--- config.mk ---
export PLATFORM = sky130hd
export DESIGN_NAME = matrix_block_filler_flat
export DESIGN_NICKNAME = d
export VERILOG_FILES = /design/src/rtl/matrix_bram_pkg.sv /design/src/rtl/matrix_block_filler_if.sv /design/src/rtl/matrix_block_filler_address_getter.sv /design/src/rtl/matrix_block_filler.sv /design/src/flat_wrapper.sv
export SDC_FILE = /design/constraint.sdc
export NUM_CORES = 1
export LEC_CHECK = 0
export ABC_CLOCK_PERIOD_IN_PS = 4400
export CORE_UTILIZATION = 37
export DETAILED_ROUTE_END_ITERATION = 8
export PLACE_DENSITY = 0.66
export SLEW_MARGIN = 10
export SYNTH_ARGS = -nofsm -noshare
export SYNTH_HDL_FRONTEND = slang
export SYNTH_SLANG_ARGS = --single-unit
export TNS_END_PERCENT = 1
--- constraint.sdc ---
create_clock -name clk -period 4.4 [get_ports clk]
set_input_delay 0.88 -clock clk [delete_from_list [all_inputs] [get_ports clk]]
set_output_delay 0.88 -clock clk [all_outputs]
set_load 0.01 [all_outputs]
--- src/rtl/matrix_bram_pkg.sv ---
// Shared types for the matrix BRAM blocks: fill modes, filler FSM states and
// the default metadata size.
package matrix_bram_pkg;

  localparam int META_WORDS_DEFAULT = 3;

  typedef enum logic [1:0] {
    MODE_META  = 2'd0,
    MODE_FULL  = 2'd1,
    MODE_RANGE = 2'd2
  } fill_mode_t;

  typedef enum logic [1:0] {
    ST_IDLE,
    ST_CHECK,
    ST_WRITE,
    ST_DONE
  } filler_state_t;

endpackage

--- src/rtl/matrix_block_filler_if.sv ---
// Request / completion / BRAM-write bundle between the BRAM manager, the
// block filler and the BRAM arbiter.
interface matrix_block_filler_if #(
  parameter int ID_WIDTH   = 3,
  parameter int ADDR_WIDTH = 14,
  parameter int DATA_WIDTH = 32
);
  logic                  req_valid;
  logic                  req_ready;
  logic [ID_WIDTH-1:0]   req_matrix_id;
  logic [1:0]            req_mode;
  logic [ADDR_WIDTH-1:0] req_offset;
  logic [ADDR_WIDTH:0]   req_len;
  logic [DATA_WIDTH-1:0] req_fill;
  logic                  abort;
  logic                  busy;
  logic                  done;
  logic                  done_error;
  logic                  done_aborted;
  logic [ADDR_WIDTH:0]   done_count;
  logic                  bram_wr_en;
  logic [ADDR_WIDTH-1:0] bram_addr;
  logic [DATA_WIDTH-1:0] bram_din;
  logic                  bram_wr_ready;

  modport slave (
    input  req_valid, req_matrix_id, req_mode, req_offset, req_len, req_fill,
           abort, bram_wr_ready,
    output req_ready, busy, done, done_error, done_aborted, done_count,
           bram_wr_en, bram_addr, bram_din
  );

  modport master (
    output req_valid, req_matrix_id, req_mode, req_offset, req_len, req_fill,
           abort, bram_wr_ready,
    input  req_ready, busy, done, done_error, done_aborted, done_count,
           bram_wr_en, bram_addr, bram_din
  );
endinterface

--- src/rtl/matrix_block_filler_address_getter.sv ---
// Base address of a matrix block: id * BLOCK_SIZE, one bit wider than the
// BRAM address so out-of-range ids do not silently wrap.
module matrix_address_getter #(
  parameter int BLOCK_SIZE = 1152,
  parameter int ADDR_WIDTH = 14
) (
  input  logic [ADDR_WIDTH-1:0] matrix_id,
  output logic [ADDR_WIDTH:0]   base_addr
);
  localparam int          AW1 = ADDR_WIDTH + 1;
  localparam logic [31:0] BS  = 32'(BLOCK_SIZE);

  assign base_addr = AW1'(32'(matrix_id) * BS);
endmodule

--- src/rtl/matrix_block_filler.sv ---
// Fills a matrix block (metadata only, whole block, or a word range) through
// a valid/ready BRAM write port; one request at a time.
module matrix_block_filler
  import matrix_bram_pkg::*;
#(
  parameter int BLOCK_SIZE   = 1152,
  parameter int DATA_WIDTH   = 32,
  parameter int ADDR_WIDTH   = 14,
  parameter int NUM_MATRICES = 8,
  parameter int ID_WIDTH     = 3,
  parameter int META_WORDS   = META_WORDS_DEFAULT
) (
  input logic clk,
  input logic rst_n,
  matrix_block_filler_if.slave bus
);
  localparam int              AW1      = ADDR_WIDTH + 1;
  localparam int              AW2      = ADDR_WIDTH + 2;
  localparam logic [AW1-1:0]  BLK_LEN  = AW1'(BLOCK_SIZE);
  localparam logic [AW1-1:0]  META_LEN = AW1'(META_WORDS);
  localparam logic [AW2-1:0]  BLK_END  = AW2'(BLOCK_SIZE);
  localparam logic [31:0]     NUM_M    = 32'(NUM_MATRICES);
  localparam logic [AW1-1:0]  ONE_C    = AW1'(1);
  localparam logic [ADDR_WIDTH-1:0] ONE_A = ADDR_WIDTH'(1);

  filler_state_t         state;
  logic [ID_WIDTH-1:0]   id_q;
  logic [1:0]            mode_q;
  logic [ADDR_WIDTH-1:0] off_q;
  logic [AW1-1:0]        len_q;
  logic [DATA_WIDTH-1:0] fill_q;
  logic [AW1-1:0]        rem_q, cnt_q, rel_q;

  logic                  wr_en_q;
  logic [ADDR_WIDTH-1:0] addr_q;
  logic [DATA_WIDTH-1:0] din_q;
  logic                  done_q, err_q, abt_q;
  logic [AW1-1:0]        dcnt_q;

  logic [AW1-1:0]        base;
  logic [AW1-1:0]        off_eff, len_eff;
  logic [AW2-1:0]        end_eff;
  logic                  req_bad;

  matrix_address_getter #(
    .BLOCK_SIZE(BLOCK_SIZE),
    .ADDR_WIDTH(ADDR_WIDTH)
  ) u_addr_get (
    .matrix_id(ADDR_WIDTH'(id_q)),
    .base_addr(base)
  );

  // Block-relative word index decides whether a FULL fill is still inside
  // the metadata header.
  function automatic logic [DATA_WIDTH-1:0] word_data(
    input logic [1:0]            mode,
    input logic [DATA_WIDTH-1:0] fill,
    input logic [AW1-1:0]        rel
  );
    if (mode == MODE_META) return '0;
    if (mode == MODE_FULL && rel < META_LEN) return '0;
    return fill;
  endfunction

  always_comb begin
    off_eff = {1'b0, off_q};
    len_eff = len_q;
    if (mode_q == MODE_META) begin
      off_eff = '0;
      len_eff = META_LEN;
    end else if (mode_q == MODE_FULL) begin
      off_eff = '0;
      len_eff = BLK_LEN;
    end
    end_eff = {1'b0, off_eff} + {1'b0, len_eff};
    req_bad = (32'(id_q) >= NUM_M) || (mode_q == 2'd3) ||
              (len_eff == '0) || (end_eff > BLK_END);
  end

  always_ff @(posedge clk or negedge rst_n) begin
    if (!rst_n) begin
      state   <= ST_IDLE;
      id_q    <= '0;
      mode_q  <= '0;
      off_q   <= '0;
      len_q   <= '0;
      fill_q  <= '0;
      rem_q   <= '0;
      cnt_q   <= '0;
      rel_q   <= '0;
      wr_en_q <= 1'b0;
      addr_q  <= '0;
      din_q   <= '0;
      done_q  <= 1'b0;
      err_q   <= 1'b0;
      abt_q   <= 1'b0;
      dcnt_q  <= '0;
    end else begin
      case (state)
        ST_IDLE: begin
          if (bus.req_valid) begin
            id_q   <= bus.req_matrix_id;
            mode_q <= bus.req_mode;
            off_q  <= bus.req_offset;
            len_q  <= bus.req_len;
            fill_q <= bus.req_fill;
            state  <= ST_CHECK;
          end
        end
        ST_CHECK: begin
          if (req_bad) begin
            done_q <= 1'b1;
            err_q  <= 1'b1;
            abt_q  <= 1'b0;
            dcnt_q <= '0;
            state  <= ST_DONE;
          end else begin
            wr_en_q <= 1'b1;
            addr_q  <= ADDR_WIDTH'(base + off_eff);
            din_q   <= word_data(mode_q, fill_q, off_eff);
            rem_q   <= len_eff;
            rel_q   <= off_eff;
            cnt_q   <= '0;
            state   <= ST_WRITE;
          end
        end
        ST_WRITE: begin
          if (bus.bram_wr_ready) begin
            addr_q <= addr_q + ONE_A;
            rel_q  <= rel_q + ONE_C;
            din_q  <= word_data(mode_q, fill_q, rel_q + ONE_C);
            rem_q  <= rem_q - ONE_C;
            cnt_q  <= cnt_q + ONE_C;
          end
          // Final beat wins over a simultaneous abort: the fill is complete.
          if (bus.bram_wr_ready && rem_q == ONE_C) begin
            wr_en_q <= 1'b0;
            done_q  <= 1'b1;
            abt_q   <= 1'b0;
            dcnt_q  <= cnt_q + ONE_C;
            state   <= ST_DONE;
          end else if (bus.abort) begin
            wr_en_q <= 1'b0;
            done_q  <= 1'b1;
            abt_q   <= 1'b1;
            dcnt_q  <= bus.bram_wr_ready ? cnt_q + ONE_C : cnt_q;
            state   <= ST_DONE;
          end
        end
        ST_DONE: begin
          done_q <= 1'b0;
          err_q  <= 1'b0;
          abt_q  <= 1'b0;
          dcnt_q <= '0;
          state  <= ST_IDLE;
        end
        default: state <= ST_IDLE;
      endcase
    end
  end

  assign bus.req_ready    = (state == ST_IDLE);
  assign bus.busy         = (state != ST_IDLE);
  assign bus.bram_wr_en   = wr_en_q;
  assign bus.bram_addr    = addr_q;
  assign bus.bram_din     = din_q;
  assign bus.done         = done_q;
  assign bus.done_error   = err_q;
  assign bus.done_aborted = abt_q;
  assign bus.done_count   = dcnt_q;
endmodule

--- src/flat_wrapper.sv ---
// flat-port wrapper written by rule: the top's interface ports become plain ports
module matrix_block_filler_flat import matrix_bram_pkg::*;
#(
  parameter int BLOCK_SIZE   = 1152,
  parameter int DATA_WIDTH   = 32,
  parameter int ADDR_WIDTH   = 14,
  parameter int NUM_MATRICES = 8,
  parameter int ID_WIDTH     = 3,
  parameter int META_WORDS   = META_WORDS_DEFAULT
)
  (clk, rst_n, bus_req_valid, bus_req_matrix_id, bus_req_mode, bus_req_offset, bus_req_len, bus_req_fill, bus_abort, bus_bram_wr_ready, bus_req_ready, bus_busy, bus_done, bus_done_error, bus_done_aborted, bus_done_count, bus_bram_wr_en, bus_bram_addr, bus_bram_din);
  matrix_block_filler_if #(.ID_WIDTH(ID_WIDTH), .ADDR_WIDTH(ADDR_WIDTH), .DATA_WIDTH(DATA_WIDTH)) bus_i ();
  input logic clk;
  input logic rst_n;
  input wire logic [$bits(bus_i.req_valid)-1:0] bus_req_valid;
  input wire logic [$bits(bus_i.req_matrix_id)-1:0] bus_req_matrix_id;
  input wire logic [$bits(bus_i.req_mode)-1:0] bus_req_mode;
  input wire logic [$bits(bus_i.req_offset)-1:0] bus_req_offset;
  input wire logic [$bits(bus_i.req_len)-1:0] bus_req_len;
  input wire logic [$bits(bus_i.req_fill)-1:0] bus_req_fill;
  input wire logic [$bits(bus_i.abort)-1:0] bus_abort;
  input wire logic [$bits(bus_i.bram_wr_ready)-1:0] bus_bram_wr_ready;
  output wire logic [$bits(bus_i.req_ready)-1:0] bus_req_ready;
  output wire logic [$bits(bus_i.busy)-1:0] bus_busy;
  output wire logic [$bits(bus_i.done)-1:0] bus_done;
  output wire logic [$bits(bus_i.done_error)-1:0] bus_done_error;
  output wire logic [$bits(bus_i.done_aborted)-1:0] bus_done_aborted;
  output wire logic [$bits(bus_i.done_count)-1:0] bus_done_count;
  output wire logic [$bits(bus_i.bram_wr_en)-1:0] bus_bram_wr_en;
  output wire logic [$bits(bus_i.bram_addr)-1:0] bus_bram_addr;
  output wire logic [$bits(bus_i.bram_din)-1:0] bus_bram_din;
  assign bus_i.req_valid = bus_req_valid;
  assign bus_i.req_matrix_id = bus_req_matrix_id;
  assign bus_i.req_mode = bus_req_mode;
  assign bus_i.req_offset = bus_req_offset;
  assign bus_i.req_len = bus_req_len;
  assign bus_i.req_fill = bus_req_fill;
  assign bus_i.abort = bus_abort;
  assign bus_i.bram_wr_ready = bus_bram_wr_ready;
  assign bus_req_ready = bus_i.req_ready;
  assign bus_busy = bus_i.busy;
  assign bus_done = bus_i.done;
  assign bus_done_error = bus_i.done_error;
  assign bus_done_aborted = bus_i.done_aborted;
  assign bus_done_count = bus_i.done_count;
  assign bus_bram_wr_en = bus_i.bram_wr_en;
  assign bus_bram_addr = bus_i.bram_addr;
  assign bus_bram_din = bus_i.bram_din;
  matrix_block_filler #(.BLOCK_SIZE(BLOCK_SIZE), .DATA_WIDTH(DATA_WIDTH), .ADDR_WIDTH(ADDR_WIDTH), .NUM_MATRICES(NUM_MATRICES), .ID_WIDTH(ID_WIDTH), .META_WORDS(META_WORDS)) u_core (.clk(clk), .rst_n(rst_n), .bus(bus_i));
endmodule
==> results.toml <==
[status]
status = "finished clean"

[pwr]
switchingPower_mw = 4.346
pwr-share-clk = 0.164
power_density_mw_per_mm2 = 768.4
p_int_mw = 5.222
p_leak_nw = 5.365
p_seq_frac = 0.294
switching_share = 0.4542
ir_worst_vdd_uv = 363.4
p_comb_frac = 0.542
power.total_mw = 9.568

[finish]
fin_util = 0.4724
areaGrowthSynthToFinish_pct = 24.02
design_area_sq_mm = 0.01245
antennaDiodeCount = 0
finalNetCount = 1256
drive_gt1_frac = 0.1457

[sta]
worstMarginPinSlew_ns = 0.8968
hold_viol = 0
rsz0062_at_grt = "yes"
max_slew_margin = 0.4022
fin_worst_skew_ns = 0.01942
final-setup-viol-count = 0
period_minus_slack_ns = 4.154
period_share = 0.9441
fmax_mhz = 240.7
drv_slew = 0

[global_route]
antenna_found_initial = 0
overflow = 0
grt_max_degree = 90
grt_pass1_vias = 8391
grt_pass1_wl_mm = 44.77
track_usage = 0.2008

[clocking]
cts_tree = "done"
clk_pin_slew_ns = 0.08
clockBufferDepth = 2
postCtsHoldBufs = 0
cts_setup_buffers = 0
cts_resized = 0
htreeDepth = 4
clk_latency_ns = 0.44
cts_sinks = 178
root_buffer = "clkbuf_16"
cts_inserted_buffers = 17

[routing]
viasPerCell = 5.625
wirelength_mm = 27.52
ant_nets = 0
wl_per_cell_microns = 18.32
first_pass_iters = 6
vias = 8448
initialDrtViolationCount = 674
drc = 0

[synth]
syn_inst = 1043
synth_most_common_cell = "dfrtp_1"
yosys-top-cells-count = "dfrtp_1, a21oi_1, nand2_1"
ys_types = 67
synth_top_area_frac = 0.4437
syn_area_sq_mm = 0.01004
synth_seq_cells = 178
ys_warn_count = 0
synthTopCellsByArea = "dfrtp_1, mux2_2, a21oi_1, ha_1, o21ai_0"
syn_nets = 1145
avgSynthCellArea_sq_um = 9.626
ys_seq_area_frac = 0.4437
async_flop_share = 1.000
synth_ff_type = "dfrtp_1"
synth_largest_area_cell = "dfrtp_1"
synth_edf_count = 0

[job]
drv_cap = 0

[critical_path]
critical_path_class = "flip-flop to flip-flop"
critical_path_required_ns = 4.73
end_kind = "flip-flop"
critPathLaunchType = "flip-flop"
crit_fanout = 18
arrival_ns = 4.48

[floorplanning]
rows = 59
die-area_sq_mm = 0.02780
start_util = 0.3810
ios = 138
die-width_microns = 166.7
die_h_microns = 166.7
coreArea_sq_mm = 0.02635

[placed_design]
gp_congestion = 0.8566
io_buffers = 137
place_area_sq_mm = 0.01181
hpwlAfterDp_mm = 19.12

[hold_path]
hp-class = "flip-flop to flip-flop"
==> worst paths after layout <==
check | startpoint | slack, ns | cells after the start | endpoint
worst max-delay path | u_core.mode_q[1] | 0.25 | 14 | u_core.bus.bram_addr[11]
worst min-delay path | u_core.bus.done_count[1] | 0.50 | 1 | u_core.bus.done_count[1]
worst max register to register | u_core.mode_q[1] | 0.25 | 14 | u_core.bus.bram_addr[11]
worst min register to register | u_core.bus.done_count[1] | 0.50 | 1 | u_core.bus.done_count[1]
max in group asynchronous | rst_n | 2.90 | 2 | u_core.len_q[11]
min in group asynchronous | rst_n | 0.54 | 1 | u_core.bus.done_aborted
==> area by class of cell <==
class	count	area, sq um
timing repair buffer	163	1609
sequential	178	4454
clock buffer	18	439.2
fill	2438	13900
tap	335	419.2
multi-input combinational	723	5080
clock inverter	14	182.7
inverter	71	266.5
==> state kept, by name, indices dropped and copies added (netlist names), 14 cells and up <==
signal and flops:
u_core.fill_q 32, u_core.bus.done_count 15, u_core.off_q 14, u_core.rel_q 15, u_core.len_q 15, u_core.bus.bram_din 32, u_core.rem_q 15, u_core.bus.bram_addr 14
u_core.cnt_q 15
==> power by group through the flow <==
stage	clock network (mW)	logic, mW	registers, mW
after floorplan	0	3.45	2.71
after global placement	0	5.04	2.81
after detailed placement	0	5.12	2.83
after CTS	1.61	5.15	2.81
after global routing	1.68	5.67	2.89
final	1.57	5.18	2.81
==> through the flow <==
stage | cells | hold WS [ns] | worst slack [ns] | TNS (ns)
floorplan | 1043 | 0.4706 | 0.2625 | 0
global placement | 1470 | 0.4794 | 0.2825 | 0
detailed placement | 1470 | 0.4858 | 0.1987 | 0
CTS | 1502 | 0.5053 | 0.1373 | 0
global route | 1502 | 0.5221 | -0.02477 | -0.02477
finish | 1502 | 0.5040 | 0.2458 | 0
==> cells in the final DEF (no fill, tap or decap), types with 4 or more instances in the layout <==
master / n
a221o_1: 9
o21ai_0: 63
o221ai_1: 7
a211oi_1: 10
or2_2: 8
a221oi_1: 9
a21o_1: 13
and3_1: 11
nor4_1: 13
nand2_1: 77
ha_1: 28
o22ai_1: 6
clkinv_8: 7
dfrtp_1: 178
a22o_1: 16
nand3_1: 32
nor2_1: 49
o31ai_1: 20
nand4_1: 16
mux2_2: 71
a21oi_1: 77
mux2i_1: 6
a311oi_1: 7
clkdlybuf4s50_1: 136
o21a_1: 4
nor3_1: 26
nor2b_1: 9
or4_1: 4
and2_1: 19
a31oi_1: 4
or3_1: 6
o21bai_1: 7
clkbuf_16: 17
buf_4: 22
o31ai_2: 16
xnor2_1: 14
o21ai_1: 4
inv_1: 70
xor2_1: 8
==> metal layers <==
metal,share of wire,global-route usage
met2,0.47,0.3230
met5,0,0
met1,0.45,0.2663
met3,0.057,0.04444
met4,0.025,0.06884
==> critical path, cell delays in order, from the launching register on <==
cell and delay [ns]:
dfrtp_1 0.45, buf_4 0.20, and2_1 0.18, ha_1 0.20
fa_1 0.43, a21o_1 0.24, a221oi_4 0.31, o21bai_2 0.17
a211oi_2 0.25, mux2i_1 0.15, or4_4 0.57, o21ai_4 0.20
nand2_1 0.12, buf_4 0.23, a222oi_1 0.33
==> logic make-up (layout without fill, tap and decap cells) <==
| group | after synthesis | in the layout | synth area share |
|---|---|---|---|
| AOI/OAI and AO/OA | 307 | 307 | 0.2155 |
| and+or+nand+nor | 286 | 286 | 0.1413 |
| DFF | 178 | 178 | 0.4437 |
| buffers and inverters | 142 | 266 | 0.05459 |
| muxes | 77 | 77 | 0.08562 |
| adders and majority gates | 31 | 31 | 0.04013 |
| xor gates and xnor gates | 22 | 22 | 0.01919 |
Note: power is estimated with default switching activity, not from simulation.
